<file path="config.mk">
export PLATFORM = sky130hd
export DESIGN_NAME = memory_arbiter_flat
export DESIGN_NICKNAME = d
export VERILOG_FILES = /design/src/rtl/memory_arbiter_if.sv /design/src/rtl/memory_arbiter.sv /design/src/flat_wrapper.sv
export SDC_FILE = /design/constraint.sdc
export NUM_CORES = 1
export LEC_CHECK = 0
export ABC_AREA = 1
export BUFFER_PORTS_ARGS = -buffer_cell sky130_fd_sc_hd__buf_2
export CAP_MARGIN = 20
export CORE_AREA = 3 3 102 104
export DETAILED_ROUTE_END_ITERATION = 8
export DIE_AREA = 0 0 105 107
export PLACE_DENSITY_LB_ADDON = 0.12
export SYNTH_ARGS = -nofsm -noshare
export SYNTH_HDL_FRONTEND = slang
export SYNTH_SLANG_ARGS = --single-unit
</file>
<file path="constraint.sdc">
create_clock -name CLK -period 3.5 [get_ports CLK]
set_input_delay 0.35 -clock CLK [delete_from_list [all_inputs] [get_ports CLK]]
set_output_delay 0.35 -clock CLK [all_outputs]
set_load 0.02 [all_outputs]
</file>
<file path="src/rtl/memory_arbiter_if.sv">
// Request/RAM bus between the MIPS datapath, the shared RAM model and memory_arbiter.
// Handshake: a requester raises iREN or dREN/dWEN and holds its address and store data steady until its wait drops for one cycle; that cycle carries the load data.
interface memory_arbiter_if #(
  parameter int WORD_W = 32
);
  logic              iREN;
  logic [WORD_W-1:0] iaddr;
  logic              dREN;
  logic              dWEN;
  logic [WORD_W-1:0] daddr;
  logic [WORD_W-1:0] dstore;
  logic              iwait;
  logic              dwait;
  logic [WORD_W-1:0] iload;
  logic [WORD_W-1:0] dload;
  logic              ramREN;
  logic              ramWEN;
  logic [WORD_W-1:0] ramaddr;
  logic [WORD_W-1:0] ramstore;
  logic [WORD_W-1:0] ramload;
  logic [1:0]        ramstate;
  logic              memerr;

  // arbiter side
  modport slave (
    input  iREN, iaddr, dREN, dWEN, daddr, dstore, ramload, ramstate,
    output iwait, dwait, iload, dload, ramREN, ramWEN, ramaddr, ramstore, memerr
  );

  // datapath + RAM side
  modport master (
    output iREN, iaddr, dREN, dWEN, daddr, dstore, ramload, ramstate,
    input  iwait, dwait, iload, dload, ramREN, ramWEN, ramaddr, ramstore, memerr
  );
endinterface

</file>
<file path="src/rtl/memory_arbiter.sv">
// Shares one RAM port between instruction fetch and data access; data wins ties.
// Define ARB_FAIRNESS_EN to force a fetch grant after STARVE_LIMIT data grants.
module memory_arbiter #(
  parameter int WORD_W         = 32,
  parameter int TIMEOUT_CYCLES = 255,
  parameter int STARVE_LIMIT   = 4
) (
  input  logic                CLK,
  input  logic                RST,
  memory_arbiter_if.slave     bus,
  output logic [1:0]          state_dbg
);

  typedef enum logic [1:0] {IDLE = 2'd0, DSERV = 2'd1, ISERV = 2'd2} state_t;

  localparam logic [1:0] RAM_ACCESS = 2'd2;
  localparam logic [1:0] RAM_ERROR  = 2'd3;
  // The counter is 0 on the first service cycle, so the last allowed cycle sees TIMEOUT_CYCLES-1.
  localparam logic [7:0] TOUT_LAST  = 8'(TIMEOUT_CYCLES - 1);

  state_t     state, next_state;
  logic [7:0] tcount;
  logic       memerr_q;
  logic       err_set;
  logic       d_req, ack, err, tout;
  logic       starve_hit;

  assign d_req = bus.dREN | bus.dWEN;
  assign ack   = (bus.ramstate == RAM_ACCESS);
  assign err   = (bus.ramstate == RAM_ERROR);
  assign tout  = (tcount == TOUT_LAST);

  always_ff @(posedge CLK) begin
    if (RST) begin
      state    <= IDLE;
      tcount   <= '0;
      memerr_q <= 1'b0;
    end else begin
      state    <= next_state;
      tcount   <= (state == IDLE) ? 8'd0 : tcount + 8'd1;
      memerr_q <= memerr_q | err_set;
    end
  end

`ifdef ARB_FAIRNESS_EN
  logic [7:0] starve;

  assign starve_hit = (starve == 8'(STARVE_LIMIT)) && bus.iREN;

  always_ff @(posedge CLK) begin
    if (RST) begin
      starve <= '0;
    end else if (state == IDLE) begin
      if (!bus.iREN || next_state == ISERV) starve <= '0;
      else if (next_state == DSERV)         starve <= starve + 8'd1;
    end
  end
`else
  assign starve_hit = 1'b0;
`endif

  always_comb begin
    next_state   = state;
    bus.ramREN   = 1'b0;
    bus.ramWEN   = 1'b0;
    bus.ramaddr  = '0;
    bus.ramstore = '0;
    bus.iwait    = 1'b1;
    bus.dwait    = 1'b1;
    bus.iload    = '0;
    bus.dload    = '0;
    err_set      = 1'b0;
    case (state)
      IDLE: begin
        if (starve_hit)    next_state = ISERV;
        else if (d_req)    next_state = DSERV;
        else if (bus.iREN) next_state = ISERV;
      end
      DSERV: begin
        // A withdrawn request releases the RAM without signalling completion.
        if (!d_req) begin
          next_state = IDLE;
        end else begin
          bus.ramaddr  = bus.daddr;
          bus.ramstore = bus.dstore;
          bus.ramWEN   = bus.dWEN;
          bus.ramREN   = !bus.dWEN;
          if (ack || err) begin
            bus.dwait  = 1'b0;
            if (!bus.dWEN) bus.dload = bus.ramload;
            err_set    = err;
            next_state = IDLE;
          end else if (tout) begin
            bus.dwait  = 1'b0;
            err_set    = 1'b1;
            next_state = IDLE;
          end
        end
      end
      ISERV: begin
        if (!bus.iREN) begin
          next_state = IDLE;
        end else begin
          bus.ramaddr = bus.iaddr;
          bus.ramREN  = 1'b1;
          if (ack || err) begin
            bus.iwait  = 1'b0;
            bus.iload  = bus.ramload;
            err_set    = err;
            next_state = IDLE;
          end else if (tout) begin
            bus.iwait  = 1'b0;
            err_set    = 1'b1;
            next_state = IDLE;
          end
        end
      end
      default: next_state = IDLE;
    endcase
  end

  assign bus.memerr = memerr_q;
  assign state_dbg  = state;

endmodule

</file>
<file path="src/flat_wrapper.sv">
// flat-port wrapper written by rule: the top's interface ports become plain ports
module memory_arbiter_flat 
#(
  parameter int WORD_W         = 32,
  parameter int TIMEOUT_CYCLES = 255,
  parameter int STARVE_LIMIT   = 4
)
  (CLK, RST, state_dbg, bus_iREN, bus_iaddr, bus_dREN, bus_dWEN, bus_daddr, bus_dstore, bus_ramload, bus_ramstate, bus_iwait, bus_dwait, bus_iload, bus_dload, bus_ramREN, bus_ramWEN, bus_ramaddr, bus_ramstore, bus_memerr);
  memory_arbiter_if #(.WORD_W(WORD_W)) bus_i ();
  input  logic CLK;
  input  logic RST;
  output logic [1:0] state_dbg;
  input wire logic [$bits(bus_i.iREN)-1:0] bus_iREN;
  input wire logic [$bits(bus_i.iaddr)-1:0] bus_iaddr;
  input wire logic [$bits(bus_i.dREN)-1:0] bus_dREN;
  input wire logic [$bits(bus_i.dWEN)-1:0] bus_dWEN;
  input wire logic [$bits(bus_i.daddr)-1:0] bus_daddr;
  input wire logic [$bits(bus_i.dstore)-1:0] bus_dstore;
  input wire logic [$bits(bus_i.ramload)-1:0] bus_ramload;
  input wire logic [$bits(bus_i.ramstate)-1:0] bus_ramstate;
  output wire logic [$bits(bus_i.iwait)-1:0] bus_iwait;
  output wire logic [$bits(bus_i.dwait)-1:0] bus_dwait;
  output wire logic [$bits(bus_i.iload)-1:0] bus_iload;
  output wire logic [$bits(bus_i.dload)-1:0] bus_dload;
  output wire logic [$bits(bus_i.ramREN)-1:0] bus_ramREN;
  output wire logic [$bits(bus_i.ramWEN)-1:0] bus_ramWEN;
  output wire logic [$bits(bus_i.ramaddr)-1:0] bus_ramaddr;
  output wire logic [$bits(bus_i.ramstore)-1:0] bus_ramstore;
  output wire logic [$bits(bus_i.memerr)-1:0] bus_memerr;
  assign bus_i.iREN = bus_iREN;
  assign bus_i.iaddr = bus_iaddr;
  assign bus_i.dREN = bus_dREN;
  assign bus_i.dWEN = bus_dWEN;
  assign bus_i.daddr = bus_daddr;
  assign bus_i.dstore = bus_dstore;
  assign bus_i.ramload = bus_ramload;
  assign bus_i.ramstate = bus_ramstate;
  assign bus_iwait = bus_i.iwait;
  assign bus_dwait = bus_i.dwait;
  assign bus_iload = bus_i.iload;
  assign bus_dload = bus_i.dload;
  assign bus_ramREN = bus_i.ramREN;
  assign bus_ramWEN = bus_i.ramWEN;
  assign bus_ramaddr = bus_i.ramaddr;
  assign bus_ramstore = bus_i.ramstore;
  assign bus_memerr = bus_i.memerr;
  memory_arbiter #(.WORD_W(WORD_W), .TIMEOUT_CYCLES(TIMEOUT_CYCLES), .STARVE_LIMIT(STARVE_LIMIT)) u_core (.CLK(CLK), .RST(RST), .bus(bus_i), .state_dbg(state_dbg));
endmodule
</file>
==> reports/metrics.yaml, run 1 <==
outcome: "finished clean"
antenna_cells: 0
skew_ns: 0.00127
crit_path_max_incr_delay_ns: 0.74
synthTopCellsByCount: "114 x nand2_1, 103 x nor2_1, 45 x inv_1"
dieArea_um2: 11200
cpMaxStageDelayCell: "or2_2"
ant_nets: 0
synth-main-ff-cell: "dfxtp_1"
chipWidth_um: 105
yosys_warnings: 0
drtPass1Iterations: 4
cts_root_buf: "clkbuf_8"
power_density_nw_per_um2: 194
htree_levels: 1
syn_nets: 511
insertion_delay_ns: 0.23
setup_violations: 0
hpwl_um: 7480
crit_family: "simple AND/OR/NAND/NOR gates"
hold-worst-slack_ns: 0.323
drv_slew: 0
tns_ns: 0
grt_pass1_wl_um: 13600
clk_pin_slew_ns: 0.05
layout-drive-gt1-share: 0.469
cts-resized-gates: 0
netlist_area_um2: 1850
rsz0062_at_grt: "no"
ys_seq_area_frac: 0.119
ir_worst_vdd_v: 0.000214
cp-end-kind: "output port"
grt_antenna_before_repair: 2
worst_pin_slew_ns: 0.957
synth.area.top_cells: "nand2_1 23%, nor2_1 21%, dfxtp_1 12%"
grt_overflow: 0
cp_max_fo: 33
async_flop_share: 0
fin_crit_sh: 0.720
fmax_mhz: 397
slew_headroom: 0.362
yosys_register_bits: 11
nFillCells: 1180
wl_per_cell_um: 11.9
synth_area_leader_cell: "nand2_1"
core_area_um2: 9640
drt-total-wl_um: 9010
hold_path.class: "in2reg"
cp.arrival_ns: 2.17
layout.nets: 765
synth.distinct_cells: 25
detail_route.vias_per_cell: 4.04
criticalPathCategory: "reg2out"
first_iter_violations: 188
grt.total_usage: 0.145
grt_pass1_vias: 2748
required_ns: 3.15
power_leakage_nw: 2.02
start_kind: "flop"
drc: 0
cts_buffer_depth: 2
start_util: 0.192
fin_crit_ns: 2.52
synth_edf_count: 0
synth_area_per_cell_um2: 5.01
cts_buffers: 3
syn_inst: 370
synth.most_common_cell: "nand2_1"
rows: 36
cts_sinks: 11
grt_max_degree: 36
portBuffers: 269
hold_viol_final: 0
cts_setup_buffers: 0
ios: 270
cap_violations: 0
vias: 3057
path_buf_inv: 2
yosys.area.top_type_share: 0.231
gp_congestion: 0.767
worstPathCellList: "inv_1 -> ha_1 -> nand2_2 -> or2_2 -> a21oi_1 -> buf_2"
syn2layout_area_growth_pct: 77.3
holdBufCountCts: 0
cts_tree: "yes"
die_h_um: 107
## final timing paths
path	from	to	slack, ns	cells past startpoint
max reg2reg	u_core.state_dbg[0]$_SDFFE_PP0P_	u_core.state_dbg[1]$_SDFFE_PP0P_	1.81	9
min	RST	u_core.state_dbg[0]$_SDFFE_PP0P_	0.32	2
min reg2reg	u_core.tcount[0]$_SDFF_PP0_	u_core.tcount[0]$_SDFF_PP0_	0.47	1
max	u_core.state_dbg[1]$_SDFFE_PP0P_	bus_ramREN	0.98	6
## cell families after synthesis
group	count (synthesis)	synth area share
adder cells (fa/ha/maj)	6	0.0405
flip-flops	11	0.119
AND/OR/NAND/NOR	237	0.536
AO/OA/AOI/OAI	45	0.126
XOR/XNOR	1	0.00472
buffers and inverters	70	0.175
## metal layers
metal / share of wire / routed length [um] / vias up / GRT usage
met5: 0.0036 / 32 / - / 0
met4: 0.0090 / 81 / 4 / 0.0159
met3: 0.081 / 733 / 12 / 0.0421
met2: 0.54 / 4900 / 128 / 0.285
met1: 0.36 / 3260 / 1307 / 0.157
li1: - / - / 1606 / -
## cells in the final DEF, fill, tap and decap left out, drive strengths merged
cell type	count
buf	272
nand2	117
nor2	113
inv	46
a21oi	37
dfxtp	11
ha	6
o21ai	4
clkbuf	4
nor3	3
nand3	2
o21bai	2
a31oi	2
clkinv	1
or2	1
nand4	1
xor2	1
## area by class of cell
cell class / count / area, um2 / area share
repair buffers: 272 / 1370 / 0.416
multi-input cells: 289 / 1310 / 0.399
flip-flops and latches: 11 / 220 / 0.0670
inverters: 47 / 176 / 0.0537
well taps: 133 / 166 / 0.0506
clock buffers: 4 / 45.0 / 0.0137
## state kept, by name, summed over array words and instances (netlist names)
signal             flops
u_core.tcount          8
u_core.state_dbg       2
u_core.bus.memerr      1
## per-stage QoR
| step | power (mW) | util | instances | area, um2 | worst slack, ns |
|---|---|---|---|---|---|
| floorplan | 0.365 | - | 370 | 1850 | 1.57 |
| global placement | 0.519 | 0.336 | 752 | 3240 | 1.24 |
| detailed placement | 0.522 | 0.336 | 752 | 3240 | 1.21 |
| CTS | 0.652 | 0.341 | 756 | 3290 | 0.952 |
| global route | 0.697 | 0.341 | 756 | 3290 | 0.735 |
| finish | 0.638 | 0.341 | 756 | 3290 | 0.981 |
## power by group
| part | total (mW) | switching (mW) | internal, mW |
|---|---|---|---|
| Combinational | 0.378 | 0.243 | 0.135 |
| Sequential | 0.135 | 0.00481 | 0.130 |
| Clock | 0.125 | 0.0450 | 0.0797 |
| Total | 0.638 | 0.293 | 0.345 |
Power figures use the tool's default switching activity.
==> run 2: changes to the inputs <==
Clock period 3.5 ns to 2.54 ns, I/O delays scaled along.
==> reports/metrics.yaml, run 2 (synthesis results as in run 1) <==
outcome: "finished clean"
grt_antenna_before_repair: 2
antenna_cells: 0
grt.total_usage: 0.145
fmax_mhz: 454
drv_slew: 0
cp-end-kind: "output port"
vias: 3045
min_to: "u_core.state_dbg[0]$_SDFFE_PP0P_"
clk_pin_slew_ns: 0.05
cts_buffers: 3
portBuffers: 269
p_comb_frac: 0.596
nFillCells: 1121
required_ns: 2.29
hpwl_um: 7580
slew_headroom: 0.606
layout_commonest_cell: "buf_2"
hold_viol_final: 0
syn2layout_area_growth_pct: 78.6
layout_common_cells: "269 x buf_2, 114 x nand2_1, 103 x nor2_1"
p_sw_mw: 0.410
r2r_slack_ns: 0.84
grt_overflow: 0
tns_ns: 0
hold_path.class: "in2reg"
p_int_mw: 0.483
core_area_um2: 9640
drt-total-wl_um: 9080
power_density_nw_per_um2: 270
insertion_delay_ns: 0.24
dieArea_um2: 11200
layout.nets: 768
gp_congestion: 0.765
power_leakage_nw: 2.04
fin_crit_sh: 0.867
htree_levels: 1
rsz0062_at_grt: "no"
regArea_um2: 220
ant_nets: 0
cts_root_buf: "clkbuf_8"
ir_worst_vdd_v: 0.000218
place_inst: 755
criticalPathCategory: "reg2out"
setup_violations: 0
fin_crit_ns: 2.20
drc: 0
power.share.clock: 0.196
ios: 270
start_util: 0.192
power_switching_share: 0.459
start_kind: "flop"
drtPass1Iterations: 4
largest_register: "u_core.tcount"
cp.arrival_ns: 1.95
grt_pass1_wl_um: 13500
first_iter_violations: 254
wl_per_cell_um: 12.0
die_h_um: 107
power_frac_seq: 0.208
chipWidth_um: 105
cap_violations: 0
r2r-start: "u_core.state_dbg[0]$_SDFFE_PP0P_"
whs_path_depth: 2
cts_tree: "yes"
hold-worst-slack_ns: 0.243
grt_max_degree: 36
rows: 36
cp_max_fo: 32
worstRegToRegCells: 9
cts_setup_buffers: 0
worst_pin_slew_ns: 0.590
largest_reg_flops: 8
cts_buffer_depth: 2
cts_sinks: 11
layout-drive-gt1-share: 0.471
skew_ns: 0.000488
multi_input_area_um2: 1310
detail_route.vias_per_cell: 4.01
reg2reg_to: "u_core.state_dbg[1]$_SDFFE_PP0P_"
hp-start: "RST"
finalNonFillerCells: 759
grt_pass1_vias: 2661
fin_util: 0.344
run 2: changes by cell type in the layout (fill, tap and decap cells not counted):
cell,change
or2_4,+1
or2_2,-1
buf_4,+3
run 2: cell type report:
cell class              instances  area share
inverters                      47      0.0533
clock buffers                   4      0.0136
flip-flops and latches         11      0.0665
well taps                     133      0.0502
multi-input cells             289       0.396
repair buffers                275       0.420
run 2: worst max-delay path, cell delays in order (launching register included):
cell and delay, ns:
dfxtp_1 0.40, inv_1 0.09, ha_1 0.21, nand2_1 0.12
nand2_2 0.22, inv_1 0.10, buf_4 0.30, nor2_1 0.08
buf_2 0.17
run 2: worst max-delay path by stage:
| stage | slack (ns) | end | start |
|---|---|---|---|
| finish | 0.34 | bus_ramstore[7] | u_core.state_dbg[1]$_SDFFE_PP0P_ |
| CTS | 0.16 | bus_ramREN | u_core.state_dbg[1]$_SDFFE_PP0P_ |
| global placement | 0.48 | bus_ramREN | u_core.state_dbg[1]$_SDFFE_PP0P_ |
| detailed placement | 0.42 | bus_ramREN | u_core.state_dbg[1]$_SDFFE_PP0P_ |
| global route | 0.09 | bus_ramstore[5] | u_core.state_dbg[1]$_SDFFE_PP0P_ |
| floorplan | 0.70 | bus_ramaddr[10] | u_core.state_dbg[0]$_SDFFE_PP0P_ |
run 2: layer usage:
layer	global-route usage	wire length, um	share of wire
met1	0.162	3340	0.37
met2	0.281	4890	0.54
met3	0.0343	732	0.081
met4	0.0187	80	0.0088
met5	0	34	0.0037
run 2: repair_timing:
item,4_1_cts,5_1_grt
hold buffers,0,0
resized for setup,0,1
endpoints found under the setup margin,0,1
run 2: power by group through the flow:
stage	clock network [mW]	registers, mW	logic [mW]
2_1_floorplan	0	0.193	0.309
3_3_place_gp	0	0.189	0.540
3_5_place_dp	0	0.189	0.540
4_1_cts	0.183	0.186	0.542
5_1_grt	0.196	0.187	0.592
6_report	0.175	0.186	0.532
run 2: through the flow:
step | setup WS (ns) | total power [mW] | instance area (um2)
2_1_floorplan | 0.703 | 0.502 | 1850
5_1_grt | 0.0919 | 0.975 | 3310
4_1_cts | 0.162 | 0.910 | 3310
6_report | 0.337 | 0.893 | 3310
3_3_place_gp | 0.481 | 0.728 | 3260
3_5_place_dp | 0.424 | 0.729 | 3260
==> run 3: changes to the inputs <==
Settings changed: ABC_CLOCK_PERIOD_IN_PS set to 2700, CTS_CLUSTER_DIAMETER set to 150.
Clock period 2.54 ns to 2.7 ns, I/O delays scaled along.
==> reports/metrics.yaml, run 3 (synthesis results as in run 1) <==
required_ns: 2.43
layout-drive-gt1-share: 0.470
grt.busiest_layer: "met2"
place_inst: 754
insertion_delay_ns: 0.24
fin_util: 0.344
portBuffers: 269
cts-resized-gates: 0
pre_cts_ws_ns: 0.532
outcome: "finished clean"
use_met1: 0.163
largest_register: "u_core.tcount"
cp.arrival_ns: 2.16
finalNonFillerCells: 759
largest_reg_flops: 8
fin_crit_sh: 0.899
cpMaxStageDelayCell: "or2_2"
ant_nets: 0
clk_pin_slew_ns: 0.05
cap_violations: 0
core_area_um2: 9640
grt.met2_usage: 0.273
detail_route.vias_per_cell: 4.04
drv_slew: 0
grt_pass1_wl_um: 13500
grt_max_degree: 36
ir_worst_vdd_v: 0.000266
whs_path_depth: 2
layout_common_cells: "269 x buf_2, 114 x nand2_1, 103 x nor2_1"
skew_ns: 0.000830
gr-usage-met3: 0.0349
grt.total_usage: 0.144
cts_root_buf: "clkbuf_8"
htree_levels: 1
cts_setup_buffers: 0
syn2layout_area_growth_pct: 78.9
grt_antenna_before_repair: 2
holdBufCountCts: 0
cts_buffer_depth: 2
rows: 36
fmax_mhz: 412
drc: 0
layout.nets: 767
cts_tree: "yes"
vias: 3067
hp-start: "RST"
hold-worst-slack_ns: 0.234
slew_headroom: 0.491
start_kind: "flop"
hpwl_um: 7650
cts_sinks: 11
worstPathCellList: "inv_1 -> ha_1 -> nand2_2 -> or2_2 -> buf_4 -> nor2_4 -> buf_2"
rsz0062_at_grt: "no"
fin_crit_ns: 2.43
wl_per_cell_um: 12.1
crit_path_max_incr_delay_ns: 0.62
drt-total-wl_um: 9160
die_h_um: 107
cp-end-kind: "output port"
hold_viol_final: 0
grt_overflow: 0
cp-startpoint: "u_core.state_dbg[1]$_SDFFE_PP0P_"
hold_path.class: "in2reg"
setup_violations: 0
worst_pin_slew_ns: 0.764
drtPass1Iterations: 4
layout_commonest_cell: "buf_2"
worstRegToRegCells: 9
gp_congestion: 0.833
cts_buffers: 3
tns_ns: 0
power_leakage_nw: 2.04
start_util: 0.192
power_density_nw_per_um2: 254
first_iter_violations: 168
fin_ws_ns: 0.273
r2r-start: "u_core.state_dbg[0]$_SDFFE_PP0P_"
cp_max_fo: 30
chipWidth_um: 105
criticalPathCategory: "reg2out"
dieArea_um2: 11200
grt_pass1_vias: 2661
ios: 270
-- run 3: cell count changes in the layout (fill, tap and decap cells not counted), sizes merged --
cell	delta
buf	-1
diode	+1
-- run 3: metrics by stage --
stage               power [mW]  area (um2)
global route             0.921        3320
CTS                      0.860        3310
detailed placement       0.687        3270
floorplan                0.473        1850
global placement         0.686        3270
finish                   0.844        3320
-- run 3: power by group --
group | internal [mW] | switching, mW
Sequential | 0.169 | 0.00658
Clock | 0.104 | 0.0610
Combinational | 0.184 | 0.320
Total | 0.456 | 0.388
-- run 3: layer usage --
layer  up-vias  part of all wire
met2       138              0.52
met1      1304              0.37
met3        10             0.086
met5         -            0.0014
li1       1613                 -
met4         2             0.014
-- run 3: worst paths after layout --
check	to	slack [ns]
worst max-delay path	bus_dload[3]	0.27
worst min-delay path	u_core.state_dbg[0]$_SDFFE_PP0P_	0.23
worst max register to register	u_core.state_dbg[1]$_SDFFE_PP0P_	0.99
worst min register to register	u_core.tcount[7]$_SDFF_PP0_	0.48
-- run 3: final cells by class --
class | count | area [um2]
fill | 1120 | 6320
timing repair buffer | 274 | 1400
multi-input combinational | 289 | 1310
sequential | 11 | 220
inverter | 47 | 176
tap | 133 | 166
clock buffer | 4 | 45.0
antenna | 1 | 2.50
-- run 3: worst max-delay path, delay by kind of cell (launching register included) --
| family | cells | cell delay [ns] |
|---|---|---|
| and+or+nand+nor | 3 | 0.75 |
| buffers and inverters | 3 | 0.54 |
| adders and majority gates | 1 | 0.21 |
| DFF | 1 | 0.41 |
